`config.mk`:
```
export PLATFORM = sky130hd
export DESIGN_NAME = stopwatch_ctrl_flat
export DESIGN_NICKNAME = d
export VERILOG_FILES = /design/src/rtl/stopwatch_ctrl_if.sv /design/src/rtl/stopwatch_ctrl.sv /design/src/flat_wrapper.sv
export SDC_FILE = /design/constraint.sdc
export NUM_CORES = 1
export LEC_CHECK = 0
export CAP_MARGIN = 30
export CORE_MARGIN = 2
export CORE_UTILIZATION = 52
export DETAILED_ROUTE_END_ITERATION = 6
export GPL_TIMING_DRIVEN = 1
export PLACE_DENSITY_LB_ADDON = 0.2
export SLEW_MARGIN = 5
export SYNTH_ARGS = -nofsm -noshare
export SYNTH_HDL_FRONTEND = slang
export SYNTH_SLANG_ARGS = --single-unit
```
`constraint.sdc`:
```
create_clock -name clk -period 3.5 [get_ports clk]
set_input_delay 0.35 -clock clk [delete_from_list [all_inputs] [get_ports clk]]
set_output_delay 0.35 -clock clk [all_outputs]
set_load 0.01 [all_outputs]
```
`src/rtl/stopwatch_ctrl_if.sv`:
```
// stopwatch_ctrl_if
//   Groups the stopwatch controller's control inputs and display/status
//   outputs into one bundle.
//   master : button/preset source (drives buttons and preset, observes status)
//   slave  : stopwatch_ctrl (consumes buttons and preset, drives status)
//   Signals:
//     btn_start_stop, btn_lap_clear : one-cycle debounced button pulses
//     test_value[31:0], latch_test_value : BCD preset and its load strobe
//     elapsed[31:0], display[31:0]  : live count and displayed value (BCD)
//     running, lap_active, load_error : status flags
interface stopwatch_ctrl_if;
    logic        btn_start_stop;
    logic        btn_lap_clear;
    logic [31:0] test_value;
    logic        latch_test_value;
    logic [31:0] elapsed;
    logic [31:0] display;
    logic        running;
    logic        lap_active;
    logic        load_error;

    modport master (
        output btn_start_stop, btn_lap_clear, test_value, latch_test_value,
        input  elapsed, display, running, lap_active, load_error
    );

    modport slave (
        input  btn_start_stop, btn_lap_clear, test_value, latch_test_value,
        output elapsed, display, running, lap_active, load_error
    );
endinterface

```
`src/rtl/stopwatch_ctrl.sv`:
```
// stopwatch_ctrl
//   Start/stop/lap/clear sequencer owning the MMMM:SS.hh BCD elapsed counter.
//   A prescaler divides clk down to TICK_HZ; each tick ripples the BCD count.
//   Preset loads are validated (BCD digits, seconds tens <= 5) before use.
//   Optional feature macro: STOPWATCH_LAP_EN (LAP state + lap register).
//   Ports:
//     clk   : sole clock
//     reset : asynchronous active-high reset
//     bus   : stopwatch_ctrl_if.slave (buttons, preset, elapsed/display/status)
//   All outputs come from registers (state, counters, flags).
module stopwatch_ctrl #(
    parameter int CLK_FREQ = 100_000_000,
    parameter int TICK_HZ  = 100
) (
    input  logic              clk,
    input  logic              reset,
    stopwatch_ctrl_if.slave   bus
);
    localparam int DIV = CLK_FREQ / TICK_HZ;
    localparam int PW  = $clog2(DIV);
    localparam logic [PW-1:0] PMAX = PW'(DIV - 1);

`ifdef STOPWATCH_LAP_EN
    typedef enum logic [1:0] {ST_STOPPED, ST_RUN, ST_LAP} state_t;
`else
    typedef enum logic [1:0] {ST_STOPPED, ST_RUN} state_t;
`endif

    state_t        state_q, state_d;
    logic [PW-1:0] presc_q, presc_d;
    logic [31:0]   elapsed_q, elapsed_d, elapsed_inc;
    logic          lderr_q, lderr_d;
    logic          tick, preset_ok;
`ifdef STOPWATCH_LAP_EN
    logic [31:0]   lap_q, lap_d;
`endif

    // Ripple increment over eight BCD digits; digit 3 (seconds tens) wraps at 5.
    function automatic logic [31:0] bcd_inc(input logic [31:0] v);
        logic [31:0] r;
        logic        c;
        logic [3:0]  lim;
        r = v;
        c = 1'b1;
        for (int i = 0; i < 8; i++) begin
            lim = (i == 3) ? 4'd5 : 4'd9;
            if (c) begin
                if (v[i*4 +: 4] >= lim) begin
                    r[i*4 +: 4] = 4'd0;
                end else begin
                    r[i*4 +: 4] = v[i*4 +: 4] + 4'd1;
                    c = 1'b0;
                end
            end
        end
        return r;
    endfunction

    always_comb begin
        preset_ok = (bus.test_value[15:12] <= 4'd5);
        for (int i = 0; i < 8; i++)
            if (bus.test_value[i*4 +: 4] > 4'd9) preset_ok = 1'b0;
    end

    // Tick is a compare on the registered prescaler, so it is not tied to any input.
    assign tick        = (state_q != ST_STOPPED) && (presc_q == PMAX);
    assign elapsed_inc = tick ? bcd_inc(elapsed_q) : elapsed_q;

    always_comb begin
        state_d   = state_q;
        elapsed_d = elapsed_inc;
        lderr_d   = 1'b0;
        if (state_q == ST_STOPPED || tick) presc_d = '0;
        else                                presc_d = presc_q + 1'b1;
`ifdef STOPWATCH_LAP_EN
        lap_d = lap_q;
`endif
        if (bus.latch_test_value) begin
            // Load cycle swallows buttons, whether or not the preset is accepted.
            if (preset_ok) begin
                elapsed_d = bus.test_value;
                state_d   = ST_STOPPED;
                presc_d   = '0;
`ifdef STOPWATCH_LAP_EN
                lap_d     = '0;
`endif
            end else begin
                lderr_d = 1'b1;
            end
        end else begin
            unique case (state_q)
                ST_STOPPED: begin
                    if (bus.btn_start_stop)     state_d   = ST_RUN;
                    else if (bus.btn_lap_clear) elapsed_d = '0;
                end
                ST_RUN: begin
                    if (bus.btn_start_stop) begin
                        state_d = ST_STOPPED;
                        presc_d = '0;
                    end
`ifdef STOPWATCH_LAP_EN
                    else if (bus.btn_lap_clear) begin
                        state_d = ST_LAP;
                        lap_d   = elapsed_inc;
                    end
`endif
                end
`ifdef STOPWATCH_LAP_EN
                ST_LAP: begin
                    if (bus.btn_start_stop) begin
                        state_d = ST_STOPPED;
                        presc_d = '0;
                    end else if (bus.btn_lap_clear) begin
                        state_d = ST_RUN;
                    end
                end
`endif
                default: state_d = ST_STOPPED;
            endcase
        end
    end

    always_ff @(posedge clk or posedge reset) begin
        if (reset) begin
            state_q   <= ST_STOPPED;
            presc_q   <= '0;
            elapsed_q <= '0;
            lderr_q   <= 1'b0;
`ifdef STOPWATCH_LAP_EN
            lap_q     <= '0;
`endif
        end else begin
            state_q   <= state_d;
            presc_q   <= presc_d;
            elapsed_q <= elapsed_d;
            lderr_q   <= lderr_d;
`ifdef STOPWATCH_LAP_EN
            lap_q     <= lap_d;
`endif
        end
    end

    assign bus.elapsed    = elapsed_q;
    assign bus.running    = (state_q != ST_STOPPED);
    assign bus.load_error = lderr_q;
`ifdef STOPWATCH_LAP_EN
    assign bus.lap_active = (state_q == ST_LAP);
    assign bus.display    = (state_q == ST_LAP) ? lap_q : elapsed_q;
`else
    assign bus.lap_active = 1'b0;
    assign bus.display    = elapsed_q;
`endif
endmodule
```
`src/flat_wrapper.sv`:
```
// flat-port wrapper written by rule: the top's interface ports become plain ports
module stopwatch_ctrl_flat 
#(
    parameter int CLK_FREQ = 100_000_000,
    parameter int TICK_HZ  = 100
)
  (clk, reset, bus_btn_start_stop, bus_btn_lap_clear, bus_test_value, bus_latch_test_value, bus_elapsed, bus_display, bus_running, bus_lap_active, bus_load_error);
  stopwatch_ctrl_if bus_i ();
  input  logic clk;
  input  logic reset;
  input wire logic [$bits(bus_i.btn_start_stop)-1:0] bus_btn_start_stop;
  input wire logic [$bits(bus_i.btn_lap_clear)-1:0] bus_btn_lap_clear;
  input wire logic [$bits(bus_i.test_value)-1:0] bus_test_value;
  input wire logic [$bits(bus_i.latch_test_value)-1:0] bus_latch_test_value;
  output wire logic [$bits(bus_i.elapsed)-1:0] bus_elapsed;
  output wire logic [$bits(bus_i.display)-1:0] bus_display;
  output wire logic [$bits(bus_i.running)-1:0] bus_running;
  output wire logic [$bits(bus_i.lap_active)-1:0] bus_lap_active;
  output wire logic [$bits(bus_i.load_error)-1:0] bus_load_error;
  assign bus_i.btn_start_stop = bus_btn_start_stop;
  assign bus_i.btn_lap_clear = bus_btn_lap_clear;
  assign bus_i.test_value = bus_test_value;
  assign bus_i.latch_test_value = bus_latch_test_value;
  assign bus_elapsed = bus_i.elapsed;
  assign bus_display = bus_i.display;
  assign bus_running = bus_i.running;
  assign bus_lap_active = bus_i.lap_active;
  assign bus_load_error = bus_i.load_error;
  stopwatch_ctrl #(.CLK_FREQ(CLK_FREQ), .TICK_HZ(TICK_HZ)) u_core (.clk(clk), .reset(reset), .bus(bus_i));
endmodule
```
==> results of run 1 <==
[per-layer routing]
metal  share of wire  vias up
li1                -     1463
met1            0.44     1451
met2            0.50       81
met3           0.046       10
met4           0.011        0
met5               0        -
[worst max-delay path, delay by kind of cell, from the launching register on]
family | cells | cell delay, ns
mux | 1 | 0.35
simple gates | 4 | 1.22
fa+ha+maj | 1 | 0.19
compound gates | 1 | 0.16
flops | 1 | 0.47
buf+inv | 1 | 0.09
[placed cells by master, fill, tap and decap left out, types with 6 or more instances in the layout]
master                            synthesis  final
sky130_fd_sc_hd__clkdlybuf4s50_1          0    102
sky130_fd_sc_hd__dfrtp_1                 54     54
sky130_fd_sc_hd__nand2_1                 53     53
sky130_fd_sc_hd__o21ai_0                 40     40
sky130_fd_sc_hd__nor2_1                  36     36
sky130_fd_sc_hd__ha_1                    25     25
sky130_fd_sc_hd__inv_1                   25     24
sky130_fd_sc_hd__xor2_1                  15     15
sky130_fd_sc_hd__nand3_1                 13     13
sky130_fd_sc_hd__xnor2_1                 12     12
sky130_fd_sc_hd__a21oi_1                 10     10
sky130_fd_sc_hd__and3_1                   6      6
[layout make-up]
type                       count  area, µm²  area share
sequential                    54       1350       0.299
clock inverter                 2       37.5     0.00829
tap                           80        100      0.0221
multi-input combinational    279       1830       0.404
clock buffer                   6       72.6      0.0160
timing repair buffer         105       1040       0.231
inverter                      25       93.8      0.0207
[power groups by stage]
stage	registers [mW]	clock network (mW)	logic (mW)
2_1_floorplan	0.723	0	0.167
3_3_place_gp	0.720	0	0.316
3_5_place_dp	0.722	0	0.325
4_1_cts	0.710	0.427	0.328
5_1_grt	0.718	0.449	0.358
6_report	0.710	0.427	0.324
[cells by family after synthesis]
logic type / share of synthesized area
XOR/XNOR: 0.0665
AND/OR/NAND/NOR: 0.220
multiplexers: 0.0204
AO/OA/AOI/OAI: 0.116
other: 0.00105
buffers and inverters: 0.108
flip-flops: 0.380
adder cells (fa/ha/maj): 0.0879
[sequential cells by signal (all words and copies together) (netlist names)]
| signal | flops |
|---|---|
| u_core.bus.load_error | 1 |
| u_core.bus.display | 32 |
| u_core.state_q | 1 |
| u_core.presc_q | 20 |
[metrics by stage]
stage | cell area [µm²] | power (mW)
2_1_floorplan | 3560 | 0.890
3_3_place_gp | 4420 | 1.04
3_5_place_dp | 4420 | 1.05
4_1_cts | 4530 | 1.46
5_1_grt | 4530 | 1.53
6_report | 4530 | 1.46
[cell usage after synthesis (6+ instances only)]
cell type,number
sky130_fd_sc_hd__and3_1,6
sky130_fd_sc_hd__ha_1,25
sky130_fd_sc_hd__dfrtp_1,54
sky130_fd_sc_hd__xnor2_1,12
sky130_fd_sc_hd__nor2_1,36
sky130_fd_sc_hd__inv_1,25
sky130_fd_sc_hd__xor2_1,15
sky130_fd_sc_hd__o21ai_0,40
sky130_fd_sc_hd__buf_4,35
sky130_fd_sc_hd__nand2_1,53
sky130_fd_sc_hd__a21oi_1,10
sky130_fd_sc_hd__nand3_1,13
[how the worst max path moves through the flow]
stage	from	endpoint	cells after the start
after floorplan	u_core.bus.display[8]	u_core.bus.display[29]	8
after global routing	u_core.bus.display[8]	u_core.bus.display[29]	8
final	u_core.bus.display[8]	u_core.bus.display[29]	8
after detailed placement	bus_test_value[10]	u_core.presc_q[12]	6
after global placement	bus_test_value[10]	u_core.presc_q[16]	6
after CTS	u_core.bus.display[8]	u_core.bus.display[29]	8
==> run_results.csv, run 1 <==
group,metric,value,unit
global_route,wire_length_of_the_first_global_routing_pass,13.7,mm
clocking,post_cts_buffers,0,
pwr,switchingPower,0.415,mW
layout,fin_nets,532,
floorplanning,initial_core_utilization,0.529,
setup_path,worst_endpoint_required_time,3.73,ns
global_route,pin_count_of_the_biggest_net_entering_global_routing,40,
synthesis,synthesis.area_per_instance,8.89,µm²
setup_path,crit-reg2reg-launch,"u_core.bus.display[8]",
layout,num-fill-cells,548,
global_route,globalRoute.busiestLayer,"met2",
setup_path,critical_path.startpoint_type,"flip-flop",
synthesis,mappedNetlistNets,462,
place,detailedPlace.worstSlack,0.707,ns
sta,worst_pin_slew,0.802,ns
layout,drive_gt1_frac,0.0531,
clocking,cells_resized_by_post_cts_repair,0,
place,place.gp.congestion,0.848,
sta,rsz0062_at_grt,"no",
synthesis,syn-cell-area,3560,µm²
worst_hold_path,worstHoldPathType,"input pin to async pin",
layout,postLayoutCoreUtil,0.674,
synthesis,postSynth.asyncResetShare,1.00,
setup_path,path_max_fanout,7,
detailed_routing,ant_nets,0,
setup_path,rrSetupSlack,0.94,ns
setup_path,slowest_stage,"sky130_fd_sc_hd__dfrtp_1",
floorplanning,std_cell_rows,30,
pwr,pwr-share-seq,0.486,
sta,setup_slack_after_layout,0.943,ns
clocking,cts-htree-levels,2,
setup_path,crit_type,"flip-flop to flip-flop",
clocking,cts.reportedPaths.clkPinSlew,0.10,ns
detailed_routing,drt-wirelength-per-cell,15.3,µm
clocking,clock_insertion_delay_worst_skew,0.31,ns
layout,num_antenna_cells,0,
synthesis,synth_seq_cells,54,
synthesis,yosys_warnings,0,
sta,whs,0.490,ns
synthesis,sequential_fraction_of_the_synthesis_area,0.380,
sta,layout_worst_path_cycle_share,0.731,
synthesis,yosys_most_used_dff,"sky130_fd_sc_hd__dfrtp_1",
sta,report.final.hold_viol_count,0,
synthesis,synth.lib_cells_used.distinct,46,
synthesis,synth_area_leader_cell,"sky130_fd_sc_hd__dfrtp_1",
setup_path,critical_path.endpoint_type,"flip-flop",
floorplanning,core_area,6720,µm²
detailed_routing,detail_route.first_pass.iterations,4,
sta,final_max_slew_viol_count,0,
clocking,cts_hold_buffers,0,
detailed_routing,route.detailed.drc,0,
clocking,cts-root-buf,"sky130_fd_sc_hd__clkbuf_8",
pwr,net_sw_frac,0.284,
sta,fmaxAchievable,0.391,GHz
floorplanning,die_y,86.7,µm
outcome,run_status,"finished, final reports clean",
pwr,vdd.ir_drop.worst,0.000277,V
floorplanning,die-width,86.7,µm
global_route,grt_ovf,0,
pwr,power.static_leakage,1.93,nW
pwr,intPower,1.05,mW
synthesis,ys_top_cells_by_area,"sky130_fd_sc_hd__dfrtp_1 (38%), sky130_fd_sc_hd__ha_1 (8.8%), sky130_fd_sc_hd__buf_4 (7.4%), sky130_fd_sc_hd__o21ai_0 (5.6%), sky130_fd_sc_hd__nand2_1 (5.6%)",
global_route,gr-usage-met3,0.0381,
setup_path,critPathArrivalTime,2.79,ns
detailed_routing,vias,3005,
synthesis,postSynthCellCount,400,
global_route,global_route.usage.met2,0.392,
global_route,via_count_of_the_first_global_routing_pass,2794,
detailed_routing,route.detailed.vias_per_inst,5.45,
clocking,clock-sinks,54,
detailed_routing,detail_route.iter0.violations,156,
clocking,clock_tree_from_tritoncts,"yes",
clocking,clk_path_buf_depth,2,
clocking,cts_buf_count,5,
place,dp_cells,543,
detailed_routing,postRouteWirelength,8.41,mm
synthesis,synth_largest_type_area_fraction,0.380,
floorplanning,die-area,7520,µm²
synthesis,synth-edff-count,0,
run,drv_cap,0,
setup_path,reg2reg_depth,8,
setup_path,worstPathCellList,"inv_1 -> ha_1 -> nor3b_1 -> nor4_2 -> and4_1 -> and2_1 -> mux2_2 -> o21ai_0",
pwr,combinationalPowerShare,0.222,
sta,setup_total_negative_slack,0,ns
global_route,grtUsageTotal,0.230,
floorplanning,io_pins,104,
layout,signed_area_change_from_the_synthesized_netlist_to_the_final_layout,27.2,%
sta,skew,0.00658,ns
sta,final-setup-viol-count,0,
place,hpwl,6.32,mm
sta,timing.max_slew.rel_slack,0.463,
setup_path,worst_r2r_endpoint,"u_core.bus.display[29]",
sta,final_period_minus_worst_setup_slack,2.56,ns
layout,instances_no_fill,551,
place,numPortBuffers,102,
global_route,antenna_found_initial,0,
pwr,power.density_cell_area,323,nW/µm²
global_route,grt.met1_usage,0.307,
pwr,clock_power_share,0.292,
setup_path,max_stage_delay,0.47,ns
No activity file was read; power rests on OpenSTA's default activity.
==> run 2, diff against run 1 <==
CORE_UTILIZATION = 48   (was 52)
clock period = 2.65 ns   (was 3.5 ns; I/O delays follow)
==> run 2 against run 1 <==
Fmax increased by 3.8%; clock-buffer cell count down 1; non-clock buffer count grew 5; highest routed layer unchanged.
==> run_results.csv, run 2 (synthesis results as in run 1) <==
group,metric,value,unit
setup_path,path_max_fanout,6,
setup_path,critPathArrivalTime,2.70,ns
layout,fin_nets,537,
place,place.gp.congestion,0.871,
clocking,clock_tree_from_tritoncts,"yes",
pwr,vdd.ir_drop.worst,0.000273,V
detailed_routing,route.detailed.vias_per_inst,5.18,
sta,whs,0.420,ns
place,postPlaceCellArea,4480,µm²
clocking,cts.reportedPaths.clkPinSlew,0.10,ns
run,drv_cap,0,
pwr,power.density_cell_area,400,nW/µm²
floorplanning,die-width,90.1,µm
detailed_routing,detail_route.iter0.violations,188,
pwr,net_sw_frac,0.295,
pwr,power.static_leakage,1.95,nW
place,hpwl,6.52,mm
setup_path,critical_path.endpoint_type,"flip-flop",
global_route,pin_count_of_the_biggest_net_entering_global_routing,39,
detailed_routing,ant_nets,0,
detailed_routing,postRouteWirelength,8.48,mm
pwr,combinationalPowerShare,0.238,
worst_hold_path,worstHoldPathType,"input pin to async pin",
clocking,cts_buf_count,5,
setup_path,worst_endpoint_required_time,2.88,ns
layout,final_cell_mix,"sky130_fd_sc_hd__clkdlybuf4s50_1 (102), sky130_fd_sc_hd__dfrtp_1 (54), sky130_fd_sc_hd__nand2_1 (53)",
layout,final_area,4560,µm²
global_route,grtUsageTotal,0.211,
setup_path,crit_type,"flip-flop to flip-flop",
sta,layout_worst_path_cycle_share,0.930,
sta,final_period_minus_worst_setup_slack,2.46,ns
layout,num_antenna_cells,0,
pwr,pwr-share-seq,0.512,
sta,report.final.hold_viol_count,0,
layout,final_common_cell,"sky130_fd_sc_hd__clkdlybuf4s50_1",
sta,timing.max_slew.rel_slack,0.375,
floorplanning,io_pins,104,
setup_path,max_stage_delay,0.45,ns
detailed_routing,drt-wirelength-per-cell,14.8,µm
clocking,clock-sinks,54,
detailed_routing,vias,2971,
floorplanning,core_area,7210,µm²
outcome,run_status,"finished, final reports clean",
clocking,clock_insertion_delay_worst_skew,0.32,ns
layout,signed_area_change_from_the_synthesized_netlist_to_the_final_layout,28.2,%
pwr,intPower,1.29,mW
global_route,antenna_found_initial,0,
place,numPortBuffers,102,
sta,fmaxAchievable,0.406,GHz
sta,rsz0062_at_grt,"no",
clocking,cts_hold_buffers,0,
pwr,clock_power_share,0.249,
floorplanning,initial_core_utilization,0.493,
detailed_routing,detail_route.first_pass.iterations,4,
layout,largest_register_ff_count,32,
pwr,switchingPower,0.538,mW
floorplanning,die_y,90.1,µm
global_route,wire_length_of_the_first_global_routing_pass,14.1,mm
sta,setup_total_negative_slack,0,ns
sta,skew,0.00856,ns
sta,worst_pin_slew,0.934,ns
floorplanning,die-area,8120,µm²
global_route,via_count_of_the_first_global_routing_pass,2897,
clocking,clk_path_buf_depth,2,
sta,final-setup-viol-count,0,
layout,drive_gt1_frac,0.0632,
global_route,grt_ovf,0,
layout,postLayoutCoreUtil,0.632,
setup_path,worstPathCellList,"inv_1 -> ha_1 -> nor3b_1 -> nor4_2 -> and4_1 -> and2_1 -> mux2_2 -> o21ai_0",
sta,final_max_slew_viol_count,0,
clocking,cts-htree-levels,2,
setup_path,critical_path.startpoint_type,"flip-flop",
clocking,post_cts_buffers,0,
clocking,cells_resized_by_post_cts_repair,0,
setup_path,slowest_stage,"sky130_fd_sc_hd__dfrtp_1",
detailed_routing,route.detailed.drc,0,
clocking,cts-root-buf,"sky130_fd_sc_hd__clkbuf_8",
floorplanning,std_cell_rows,31,
-- run 2: cell count changes in the layout (fill, tap and decap cells not counted) --
cell,delta
sky130_fd_sc_hd__clkbuf_1,-1
sky130_fd_sc_hd__buf_4,+5
sky130_fd_sc_hd__bufinv_16,-1
sky130_fd_sc_hd__clkinvlp_4,+1
-- run 2: layer usage --
layer	up-vias	track usage	wire length (µm)
met3	6	0.0528	421
met4	0	0.0487	65
met5	-	0	0
met2	63	0.354	4300
li1	1469	-	-
met1	1433	0.276	3690
-- run 2: path summary, 6_finish.rpt --
kind                                             from                     end  slack [ns]  cells past startpoint
worst max-delay path            u_core.bus.display[9]  u_core.bus.display[29]        0.19                      8
worst min-delay path                            reset       u_core.presc_q[3]        0.42                      2
worst max register to register  u_core.bus.display[9]  u_core.bus.display[29]        0.19                      8
worst min register to register      u_core.presc_q[0]       u_core.presc_q[0]        0.50                      1
max in group asynchronous                       reset  u_core.bus.display[17]        1.54                      3
min in group clk                    u_core.presc_q[0]       u_core.presc_q[0]        0.50                      1
-- run 2: cell type report --
class	instances	area, µm²
clock buffers	5	68.8
clock inverters	2	15.0
fillers	622	2650
inverters	25	93.8
multi-input cells	279	1830
flip-flops and latches	54	1350
well taps	99	124
repair buffers	110	1080
-- run 2: worst max-delay path: cells and delay by family, from the launching register on --
family | cells | cell delay (ns)
simple gates | 4 | 1.18
flops | 1 | 0.45
mux | 1 | 0.34
fa+ha+maj | 1 | 0.18
compound gates | 1 | 0.14
buf+inv | 1 | 0.10
-- run 2: stage by stage --
| stage | cells | setup WS [ns] | power [mW] |
|---|---|---|---|
| floorplan | 400 | 0.472 | 1.18 |
| CTS | 574 | 0.201 | 1.84 |
| global route | 574 | 0.0333 | 1.93 |
| finish | 574 | 0.186 | 1.83 |
| global placement | 567 | 0.0503 | 1.38 |
| detailed placement | 567 | 0.0471 | 1.39 |
-- run 2: power groups by stage --
stage                     sequential, mW  clock [mW]  combinational [mW]
after floorplan                    0.955           0               0.220
after global placement             0.950           0               0.431
after detailed placement           0.952           0               0.439
after CTS                          0.936       0.466               0.441
after global routing               0.946       0.508               0.476
final                              0.935       0.455               0.435
==> run 3, diff against run 2 <==
CORE_MARGIN = 5   (was 2)
CTS_CLUSTER_SIZE = 10   (was not set)
SLEW_MARGIN = not set   (was 5)
==> run 3 against run 2 <==
Sequential power hardly changed; combinational power rose by 1%; clock power grew 7.9%; clock skew increased by 0.0056 ns; sequential cell count stayed put; die area grew 14%; fmax rose by 1.4%; sequential share of layout area fell by 0.12 points; critical path type unchanged; critical path depth unchanged; via count is essentially flat.
==> run_results.csv, run 3 (synthesis results as in run 1) <==
group,metric,value,unit
setup_path,critical_path.startpoint_type,"flip-flop",
floorplanning,core_area,7250,µm²
place,place.gp.congestion,0.882,
floorplanning,initial_core_utilization,0.490,
detailed_routing,ant_nets,0,
layout,num-fill-cells,638,
floorplanning,die-area,9230,µm²
worst_hold_path,worstHoldPathType,"input pin to async pin",
layout,signed_area_change_from_the_synthesized_netlist_to_the_final_layout,28.7,%
sta,report.final.hold_viol_count,0,
global_route,grt_ovf,0,
clocking,clk_path_buf_depth,2,
sta,setup_slack_after_layout,0.219,ns
run,drv_cap,0,
detailed_routing,postRouteWirelength,8.78,mm
clocking,clock_tree_from_tritoncts,"yes",
clocking,cts-htree-levels,2,
setup_path,crit_type,"flip-flop to flip-flop",
floorplanning,die_y,96.1,µm
clocking,clock_insertion_delay_worst_skew,0.32,ns
clocking,clock-sinks,54,
outcome,run_status,"finished, final reports clean",
layout,area_of_the_multi_input_gates,1830,µm²
sta,final_period_minus_worst_setup_slack,2.43,ns
global_route,global_route.usage.met2,0.334,
layout,instances_no_fill,576,
global_route,gr-usage-met3,0.0383,
pwr,power.density_cell_area,408,nW/µm²
sta,worst_pin_slew,0.860,ns
detailed_routing,drt-wirelength-per-cell,15.2,µm
global_route,wire_length_of_the_first_global_routing_pass,14.1,mm
sta,setup_total_negative_slack,0,ns
detailed_routing,route.detailed.drc,0,
clocking,cells_resized_by_post_cts_repair,0,
floorplanning,die-width,96.1,µm
global_route,via_count_of_the_first_global_routing_pass,2887,
floorplanning,std_cell_rows,31,
place,dp_cells,568,
layout,num_antenna_cells,0,
place,hpwl,6.85,mm
pwr,vdd.ir_drop.worst,0.000322,V
setup_path,worst_endpoint_required_time,2.90,ns
sta,rsz0062_at_grt,"no",
setup_path,critPathArrivalTime,2.68,ns
detailed_routing,detail_route.iter0.violations,113,
layout,final_common_cell,"sky130_fd_sc_hd__clkdlybuf4s50_1",
clocking,post_cts_buffers,0,
global_route,pin_count_of_the_biggest_net_entering_global_routing,31,
global_route,antenna_found_initial,0,
sta,timing.max_slew.rel_slack,0.425,
setup_path,critical_path.endpoint_type,"flip-flop",
clocking,cts_buf_count,5,
layout,largest_register_ff_count,32,
sta,fmaxAchievable,0.411,GHz
global_route,globalRoute.busiestLayer,"met2",
detailed_routing,route.detailed.vias_per_inst,5.16,
floorplanning,io_pins,104,
pwr,power.static_leakage,1.96,nW
setup_path,path_max_fanout,7,
clocking,cts.reportedPaths.clkPinSlew,0.11,ns
global_route,grtUsageTotal,0.195,
global_route,grt.met1_usage,0.253,
sta,final-setup-viol-count,0,
layout,layout.area.seq,1350,µm²
detailed_routing,detail_route.first_pass.iterations,4,
sta,layout_worst_path_cycle_share,0.917,
clocking,cts-root-buf,"sky130_fd_sc_hd__clkbuf_8",
detailed_routing,vias,2970,
layout,final_cell_mix,"sky130_fd_sc_hd__clkdlybuf4s50_1 (102), sky130_fd_sc_hd__dfrtp_1 (54), sky130_fd_sc_hd__nand2_1 (53)",
sta,final_max_slew_viol_count,0,
sta,skew,0.0141,ns
clocking,cts_hold_buffers,0,
place,detailedPlace.worstSlack,0.243,ns
layout,fin_nets,538,
layout,drive_gt1_frac,0.0671,
place,numPortBuffers,102,
[run 3: through the flow]
step / area, µm² / total power, mW / hold slack, ns / util
3_3_place_gp: 4480 / 1.39 / 0.471 / 0.618
4_1_cts: 4580 / 1.88 / 0.363 / 0.631
2_1_floorplan: 3560 / 1.18 / 0.380 / -
6_report: 4580 / 1.87 / 0.334 / 0.631
5_1_grt: 4580 / 1.96 / 0.395 / 0.631
3_5_place_dp: 4480 / 1.40 / 0.482 / 0.618
[run 3: worst paths after layout]
kind	start	end	slack, ns	cells past startpoint
min	reset	u_core.bus.display[0]	0.33	2
min in group clk	bus_test_value[28]	u_core.bus.display[28]	0.50	3
min reg2reg	u_core.presc_q[0]	u_core.presc_q[0]	0.50	1
max reg2reg	u_core.bus.display[4]	u_core.bus.display[29]	0.22	8
max in group asynchronous	reset	u_core.bus.display[21]	1.65	3
max	u_core.bus.display[4]	u_core.bus.display[29]	0.22	8
[run 3: layer usage]
metal / up-vias / part of all wire
li1: 1467 / -
met1: 1425 / 0.44
met2: 69 / 0.49
met3: 9 / 0.060
met4: 0 / 0.0089
met5: - / 0
[run 3: final cells by class]
| cell class | instances | share of cell area |
|---|---|---|
| Timing Repair Buffer | 111 | 0.238 |
| Tap cell | 99 | 0.0270 |
| Clock inverter | 3 | 0.00574 |
| Inverter | 25 | 0.0205 |
| Sequential cell | 54 | 0.295 |
| Clock buffer | 5 | 0.0150 |
| Multi-Input combinational cell | 279 | 0.399 |
[run 3: worst max-delay path, cell delays in order (launching register included)]
cell and delay [ns]:
sky130_fd_sc_hd__dfrtp_1 0.50, sky130_fd_sc_hd__inv_1 0.10, sky130_fd_sc_hd__ha_1 0.20, sky130_fd_sc_hd__nor3b_1 0.16, sky130_fd_sc_hd__nor4_2 0.31, sky130_fd_sc_hd__and4_1 0.40, sky130_fd_sc_hd__and2_1 0.22, sky130_fd_sc_hd__mux2_2 0.34
sky130_fd_sc_hd__o21ai_0 0.13
[run 3: where the power goes]
group / switching (mW) / total [mW] / internal, mW
clock: 0.299 / 0.491 / 0.192
sequential: 0.0708 / 0.937 / 0.866
combinational: 0.201 / 0.440 / 0.240
total: 0.570 / 1.87 / 1.30
